**src/rtl/vmicro16_apb_pkg.sv**
```systemverilog
// Shared types and defaults for the vmicro16 APB round-robin arbiter.
package vmicro16_apb_pkg;

  localparam int APB_WIDTH       = 16;
  localparam int SEL_LSB_DEFAULT = 12;
  localparam logic [APB_WIDTH-1:0] ERR_DATA_DEFAULT = 16'hDEAD;

  typedef enum logic [1:0] {
    ST_IDLE   = 2'd0,
    ST_SETUP  = 2'd1,
    ST_ACCESS = 2'd2,
    ST_DONE   = 2'd3
  } apb_state_t;

  // One-hot decode of the 4-bit slave index field.
  function automatic logic [15:0] onehot16(input logic [3:0] idx);
    onehot16 = 16'd1 << idx;
  endfunction

endpackage

```
**src/rtl/vmicro16_rr_pick.sv**
```systemverilog
// Combinational round-robin priority encoder: first requester after the
// last grant, wrapping around, wins.
module vmicro16_rr_pick
  import vmicro16_apb_pkg::*;
#(
  parameter int N  = 4,
  parameter int GW = (N > 1) ? $clog2(N) : 1
) (
  input  logic [N-1:0]  req,
  input  logic [GW-1:0] last,
  output logic [GW-1:0] idx,
  output logic          valid
);

  logic [GW-1:0] cand_s;
  logic          hit_s;

  // Walk the candidates last+1 .. last+N; only the first hit is latched in.
  always_comb begin
    idx    = last;
    valid  = 1'b0;
    cand_s = last;
    hit_s  = 1'b0;
    for (int k = 1; k <= N; k++) begin
      cand_s = GW'((int'(last) + k) % N);
      hit_s  = req[cand_s] & ~valid;
      idx    = hit_s ? cand_s : idx;
      valid  = valid | hit_s;
    end
  end

endmodule

```
**src/rtl/vmicro16_apb_rr_arbiter.sv**
```systemverilog
// Round-robin arbiter sharing one APB peripheral bus between several cores,
// with address decode and a watchdog that aborts stalled transfers.
module vmicro16_apb_rr_arbiter
  import vmicro16_apb_pkg::*;
#(
  parameter int MASTER_PORTS = 4,
  parameter int SLAVE_PORTS  = 8,
  parameter int BUS_WIDTH    = APB_WIDTH,
  parameter int SEL_LSB      = SEL_LSB_DEFAULT,
  parameter int TIMEOUT      = 255,
  parameter logic [BUS_WIDTH-1:0] ERR_DATA = ERR_DATA_DEFAULT,
  localparam int GW = (MASTER_PORTS > 1) ? $clog2(MASTER_PORTS) : 1
) (
  input  logic                              clk,
  input  logic                              reset,
  input  logic [MASTER_PORTS*BUS_WIDTH-1:0] S_PADDR,
  input  logic [MASTER_PORTS-1:0]           S_PWRITE,
  input  logic [MASTER_PORTS-1:0]           S_PSELx,
  input  logic [MASTER_PORTS-1:0]           S_PENABLE,
  input  logic [MASTER_PORTS*BUS_WIDTH-1:0] S_PWDATA,
  output logic [MASTER_PORTS*BUS_WIDTH-1:0] S_PRDATA,
  output logic [MASTER_PORTS-1:0]           S_PREADY,
  output logic [BUS_WIDTH-1:0]              M_PADDR,
  output logic                              M_PWRITE,
  output logic [SLAVE_PORTS-1:0]            M_PSELx,
  output logic                              M_PENABLE,
  output logic [BUS_WIDTH-1:0]              M_PWDATA,
  input  logic [BUS_WIDTH-1:0]              M_PRDATA,
  input  logic                              M_PREADY,
  output logic [GW-1:0]                     grant,
  output logic                              bus_err
);

  localparam int          MW        = MASTER_PORTS * BUS_WIDTH;
  localparam logic [15:0] WDOG_LAST = 16'(TIMEOUT - 1);

  apb_state_t             state_r, state_s;
  logic [GW-1:0]          grant_r, grant_s;
  logic [GW-1:0]          pick_idx_s;
  logic                   pick_valid_s;
  logic [BUS_WIDTH-1:0]   req_addr_s, req_wdata_s;
  logic                   req_write_s;
  logic [3:0]             sel_idx_s;
  logic [15:0]            sel_onehot_s;
  logic                   unmapped_s;
  logic [BUS_WIDTH-1:0]   paddr_r, paddr_s;
  logic [BUS_WIDTH-1:0]   pwdata_r, pwdata_s;
  logic                   pwrite_r, pwrite_s;
  logic [SLAVE_PORTS-1:0] psel_r, psel_s;
  logic                   penable_r, penable_s;
  logic [MW-1:0]          prdata_r, prdata_s;
  logic [MASTER_PORTS-1:0] pready_r, pready_s;
  logic                   bus_err_r, bus_err_s;
  logic [15:0]            wdog_r, wdog_s;
  logic                   unused_s;

  vmicro16_rr_pick #(
    .N  (MASTER_PORTS),
    .GW (GW)
  ) u_pick (
    .req   (S_PSELx),
    .last  (grant_r),
    .idx   (pick_idx_s),
    .valid (pick_valid_s)
  );

  // Mux out the winning master's request and decode its slave index.
  always_comb begin
    req_addr_s   = S_PADDR[int'(pick_idx_s)*BUS_WIDTH +: BUS_WIDTH];
    req_wdata_s  = S_PWDATA[int'(pick_idx_s)*BUS_WIDTH +: BUS_WIDTH];
    req_write_s  = S_PWRITE[pick_idx_s];
    sel_idx_s    = req_addr_s[SEL_LSB +: 4];
    sel_onehot_s = onehot16(sel_idx_s);
    unmapped_s   = ({1'b0, sel_idx_s} >= 5'(SLAVE_PORTS));
  end

  // Next-state and next-output logic; DONE outputs are loaded on entry.
  always_comb begin
    state_s   = state_r;
    grant_s   = grant_r;
    paddr_s   = paddr_r;
    pwdata_s  = pwdata_r;
    pwrite_s  = pwrite_r;
    psel_s    = psel_r;
    penable_s = penable_r;
    prdata_s  = prdata_r;
    wdog_s    = wdog_r;
    pready_s  = '0;
    bus_err_s = 1'b0;
    case (state_r)
      ST_IDLE: begin
        if (pick_valid_s) begin
          grant_s  = pick_idx_s;
          paddr_s  = req_addr_s;
          pwdata_s = req_wdata_s;
          pwrite_s = req_write_s;
          if (unmapped_s) begin
            state_s              = ST_DONE;
            pready_s[pick_idx_s] = 1'b1;
            prdata_s[int'(pick_idx_s)*BUS_WIDTH +: BUS_WIDTH] = ERR_DATA;
            bus_err_s            = 1'b1;
          end else begin
            state_s = ST_SETUP;
            psel_s  = sel_onehot_s[SLAVE_PORTS-1:0];
          end
        end else begin
          state_s = ST_IDLE;
        end
      end
      ST_SETUP: begin
        state_s   = ST_ACCESS;
        penable_s = 1'b1;
        wdog_s    = 16'd0;
      end
      ST_ACCESS: begin
        if (M_PREADY) begin
          state_s           = ST_DONE;
          psel_s            = '0;
          penable_s         = 1'b0;
          pready_s[grant_r] = 1'b1;
          prdata_s[int'(grant_r)*BUS_WIDTH +: BUS_WIDTH] = M_PRDATA;
        end else if (wdog_r == WDOG_LAST) begin
          // Slave is dead: release the bus and hand the core an error word.
          state_s           = ST_DONE;
          psel_s            = '0;
          penable_s         = 1'b0;
          pready_s[grant_r] = 1'b1;
          prdata_s[int'(grant_r)*BUS_WIDTH +: BUS_WIDTH] = ERR_DATA;
          bus_err_s         = 1'b1;
        end else begin
          wdog_s = wdog_r + 16'd1;
        end
      end
      ST_DONE: begin
        state_s = ST_IDLE;
      end
      default: begin
        state_s   = ST_IDLE;
        psel_s    = '0;
        penable_s = 1'b0;
      end
    endcase
  end

  // State and output registers with synchronous reset.
  always_ff @(posedge clk) begin
    if (reset) begin
      state_r   <= ST_IDLE;
      grant_r   <= GW'(MASTER_PORTS - 1);
      paddr_r   <= '0;
      pwdata_r  <= '0;
      pwrite_r  <= 1'b0;
      psel_r    <= '0;
      penable_r <= 1'b0;
      prdata_r  <= '0;
      pready_r  <= '0;
      bus_err_r <= 1'b0;
      wdog_r    <= 16'd0;
    end else begin
      state_r   <= state_s;
      grant_r   <= grant_s;
      paddr_r   <= paddr_s;
      pwdata_r  <= pwdata_s;
      pwrite_r  <= pwrite_s;
      psel_r    <= psel_s;
      penable_r <= penable_s;
      prdata_r  <= prdata_s;
      pready_r  <= pready_s;
      bus_err_r <= bus_err_s;
      wdog_r    <= wdog_s;
    end
  end

  assign M_PADDR   = paddr_r;
  assign M_PWDATA  = pwdata_r;
  assign M_PWRITE  = pwrite_r;
  assign M_PSELx   = psel_r;
  assign M_PENABLE = penable_r;
  assign S_PRDATA  = prdata_r;
  assign S_PREADY  = pready_r;
  assign bus_err   = bus_err_r;
  assign grant     = grant_r;

  // PENABLE from the cores carries no arbitration meaning.
  assign unused_s = ^{S_PENABLE, sel_onehot_s};

endmodule

```
**config.mk**
```make
export PLATFORM = sky130hd
export DESIGN_NAME = vmicro16_apb_rr_arbiter
export DESIGN_NICKNAME = d
export VERILOG_FILES = /design/src/rtl/vmicro16_apb_pkg.sv /design/src/rtl/vmicro16_rr_pick.sv /design/src/rtl/vmicro16_apb_rr_arbiter.sv
export SDC_FILE = /design/constraint.sdc
export NUM_CORES = 1
export LEC_CHECK = 0
export BUFFER_PORTS_ARGS = -buffer_cell sky130_fd_sc_hd__clkbuf_2
export CORE_UTILIZATION = 45
export CTS_CLUSTER_DIAMETER = 100
export DETAILED_ROUTE_END_ITERATION = 8
export HOLD_SLACK_MARGIN = 0.06
export PLACE_DENSITY = 0.77
export SLEW_MARGIN = 20
export SYNTH_ARGS = -nofsm -noshare
export SYNTH_HDL_FRONTEND = slang
export SYNTH_SLANG_ARGS = --single-unit
```
**constraint.sdc**
```tcl
create_clock -name clk -period 3.5 [get_ports clk]
set_clock_uncertainty 0.1 [all_clocks]
set_input_delay 0.175 -clock clk [delete_from_list [all_inputs] [get_ports clk]]
set_output_delay 0.175 -clock clk [all_outputs]
set_load 0.005 [all_outputs]
```
==> results by group <==
Hold path
  – Hold WC Path Type: primary input to flop
  – Worst hold start: M_PRDATA[3]
  – WHS Endpoint: S_PRDATA[35]
  – WHS Path Cells: 3

Floorplan
  – Die Ht: 129 microns
  – Num rows: 45
  – Die X: around 130 microns
  – Die Outline Area: 16500 sq um
  – Initial core utilization: a little under half
  – Core area: 15400 sq um
  – # IOs: about 270

Finish
  – Share of cells above drive strength 1: 41.7%
  – Layout area overhead: 31.4%
  – Final net count: approximately 1200

Pwr
  – Pwr dens: 950 nW/um^2
  – Psw: 0.00357 W
  – Clk network pwr share: 21.6%
  – Leakage: 4.09 nW
  – Int Power: 0.00542 W
  – VDD IR-drop max: slightly above 900 uV
  – Seq pwr share: a little under a quarter
  – Power share of the combinational group: 55.5%
  – Switching share of total power: 39.7%

Timing
  – Period utilization: 92.1%
  – Final hold vios: 0
  – Fmax: 0.310 GHz
  – Total negative slack: 0 ns
  – Min Clock Period, post-route: 3.22 ns
  – Final Max Tran Viols: 0
  – Worst setup margin: 0.278 ns
  – Worst-Margin Slew: approximately 0.79 ns
  – Final setup fails: 0
  – Slew HR: 46.9%
  – RSZ-0062 raised after global routing: false

Setup path
  – Worst EP arrival: 3.45 ns
  – CP bufs+invs: 1
  – R2r startpoint: grant[1]
  – Worst Reg-to-Reg Cells: 9
  – CP required: 3.73 ns
  – FF-to-FF setup slack: 0.28 ns
  – CP max stage delay: 0.65 ns
  – Cell chain of the critical path: inv_1 -> ha_2 -> mux4_2 -> nand2b_4 -> nand2_4 -> xnor2_4 -> mux4_2 -> nand2b_4 -> o32ai_2
  – Max Fanout on Critical Path: 13
  – Nature of the critical path startpoint: flop
  – Setup CP Type: flop to flop
  – Worst Setup End Kind: flop
  – Crit path max-delay cell type: mux4_2
  – RR Endpoint: M_PSELx[6]
  – CP delay by family, top: multiplexers

Synthesis
  – Cell with the most instances after synthesis: dfxtp_1
  – Yosys reg bits: around 130
  – Syn Area/Cell: 9.31 sq um
  – Synthesized-area fraction occupied by xor and xnor cells: 1.56%
  – Synthesized area: 7200 sq um
  – Number of synthesized flops with an enable pin: 0
  – Syn Nets: between 900 and 1000
  – Synth Area in Compound Gates: 18.5%
  – Post-synthesis mux area share: roughly 16%
  – Largest family of logic cells by synthesized area: simple AND/OR/NAND/NOR gates
  – Synth area leaders: dfxtp_1 36%, mux4_2 11%, a221oi_2 6.7%, a21oi_1 6.3%, nand2_1 5.4%
  – Largest area contributor in the netlist: dfxtp_1
  – Yosys top cell area share: 36.4%
  – Seq/Total Area, Yosys: 36.4%
  – Post-synthesis adder-cell area fraction: 1.91%
  – Cell count after synthesis: 774
  – Post-synth top cells: 131 x dfxtp_1, 104 x nand2_1, 91 x a21oi_1, 51 x inv_1, 41 x nor2_1
  – Asr flop ratio synth: 0%
  – Post-synth cell types: 68
  – Total of warnings raised by yosys: 0
  – Simple-gate share of the synthesized area: 19.2%
  – Synth Flop Type: dfxtp_1

Drt
  – DR vias: 6827
  – Antenna Nets Post-Route: 0
  – Remaining DRCs: 0
  – 1st-iter DRT viols: 340
  – DRT Pass-1 Iters: 4
  – Total Wirelength: between 20000 and 25000 microns
  – Vias per inst: 5.45
  – Routed len/inst: 16.7 microns

Clocking
  – CTS Buffer Depth: 2
  – Postcts setup bufs: 0
  – CTS H-tree lvls: 4
  – Worst-Skew Late Latency: between 0.4 and 0.5 ns
  – CTS Buf Count: 17
  – CTS tree: built
  – CTS root buf: clkbuf_16
  – Worst-path clk slew: around 0.06 ns
  – Clock Sinks: 131

Place
  – Gpl congestion: 0.823
  – Hpwl dp: ~15000 microns
  – Pre-CTS WS: 0.0931 ns
  – Port bufs: 267

Global route
  – Initial antenna violation count: 2
  – Largest net degree at the start of global routing: 57
  – Global-route wire length before repair: between 30000 and 40000 microns
  – Grt ovf: 0
  – Vias in the first global route: 6518
  – GR Util All Layers: approximately 25%

Job
  – Max cap viols: 0

Outcome
  – Status: finished, final reports clean
## final cells by class
cell class                      count  area, sq um
Antenna cell                        2         5.00
Clock buffer                       18          439
Clock inverter                     14          210
Fill cell                        1332         5960
Inverter                           52          195
Multi-Input combinational cell    531         4150
Sequential cell                   131         2620
Tap cell                          211          264
Timing Repair Buffer              294         1590
## worst reg2reg max path, cell delays in order (launching register included)
cell,delay [ns]
dfxtp_1,0.34
inv_1,0.10
ha_2,0.47
mux4_2,0.26
nand2b_4,0.16
nand2_4,0.08
xnor2_4,0.54
mux4_2,0.66
nand2b_4,0.18
o32ai_2,0.24
## cells by family (layout without fill, tap and decap cells)
family                   count (synthesis)  after routing
AO/OA/AOI/OAI                          169            169
adder cells (fa/ha/maj)                 11             11
XOR/XNOR                                12             12
buffers and inverters                  112            378
AND/OR/NAND/NOR                        271            271
other                                    0              2
flip-flops                             131            131
multiplexers                            68             68
## state kept, by name, summed over array words and instances, names as in the netlist
register / cells
M_PADDR: 16
M_PENABLE: 1
M_PSELx: 8
M_PWDATA: 16
M_PWRITE: 1
S_PRDATA: 64
S_PREADY: 4
bus_err: 1
grant: 2
state_r: 2
wdog_r: 16
## power groups by stage
stage                     logic (W)  registers [W]  clock network [W]
final                       0.00499        0.00206            0.00194
after global routing        0.00544        0.00210            0.00204
after CTS                   0.00498        0.00206            0.00197
after global placement      0.00487        0.00207                  0
after detailed placement    0.00494        0.00208                  0
after floorplan             0.00363        0.00211                  0
## metrics by stage
stage	utilization, %	std cells	hold slack [ns]	cell area (sq um)	total power [W]
after detailed placement	56.6	1212	0.336	8730	0.00702
after global routing	61.4	1253	0.0700	9470	0.00958
after CTS	61.3	1251	0.0609	9450	0.00900
after global placement	56.6	1212	0.342	8730	0.00694
final	61.4	1253	0.0804	9470	0.00899
after floorplan	-	774	0.226	7200	0.00573
## how the worst max path moves through the flow
stage                              end  startpoint  cells past startpoint
after global placement    S_PRDATA[12]    grant[1]                     10
after CTS                 S_PRDATA[14]    grant[1]                     10
after detailed placement  S_PRDATA[10]    grant[1]                     10
after floorplan           S_PRDATA[10]    grant[0]                     12
after global routing      S_PRDATA[14]    grant[1]                     10
final                       M_PSELx[6]    grant[1]                      9
## layer usage
layer | up-vias | track usage (%) | share of wire, % | routed length [microns]
li1 | 3295 | - | - | -
met1 | 3272 | 28.0 | 40 | 8360
met2 | 231 | 46.2 | 51 | 10700
met3 | 29 | 6.65 | 6.4 | 1350
met4 | 0 | 10.2 | 2.4 | 504
met5 | - | 0 | 0 | 0
## timing repair
item,4_1_cts,5_1_grt
hold buffers,7,0
hold endpoints to repair,10,0
gates resized for setup,0,5
setup endpoints to repair,0,45
## placed cells by master, fill, tap and decap left out, types with 4 or more instances in the layout
cell type	netlist	layout
a21oi_1	91	90
a221oi_2	32	32
and3_1	6	6
buf_4	6	18
bufinv_16	0	5
clkbuf_16	0	17
clkbuf_2	0	266
clkinv_2	0	4
dfxtp_1	131	131
dlygate4sd3_1	0	7
ha_1	11	10
inv_1	51	51
mux2_1	5	5
mux2_2	21	21
mux2i_1	8	8
mux4_2	34	34
nand2_1	104	104
nand2b_1	7	7
nand3_1	16	16
nand3_2	4	4
nand4_1	8	8
nor2_1	41	40
nor2b_1	29	29
nor3_1	19	18
o21ai_0	9	8
o31ai_1	4	4
o32ai_1	7	7
or3_1	4	4
or4_1	5	5
xor2_1	9	9
Power figures use the tool's default switching activity.
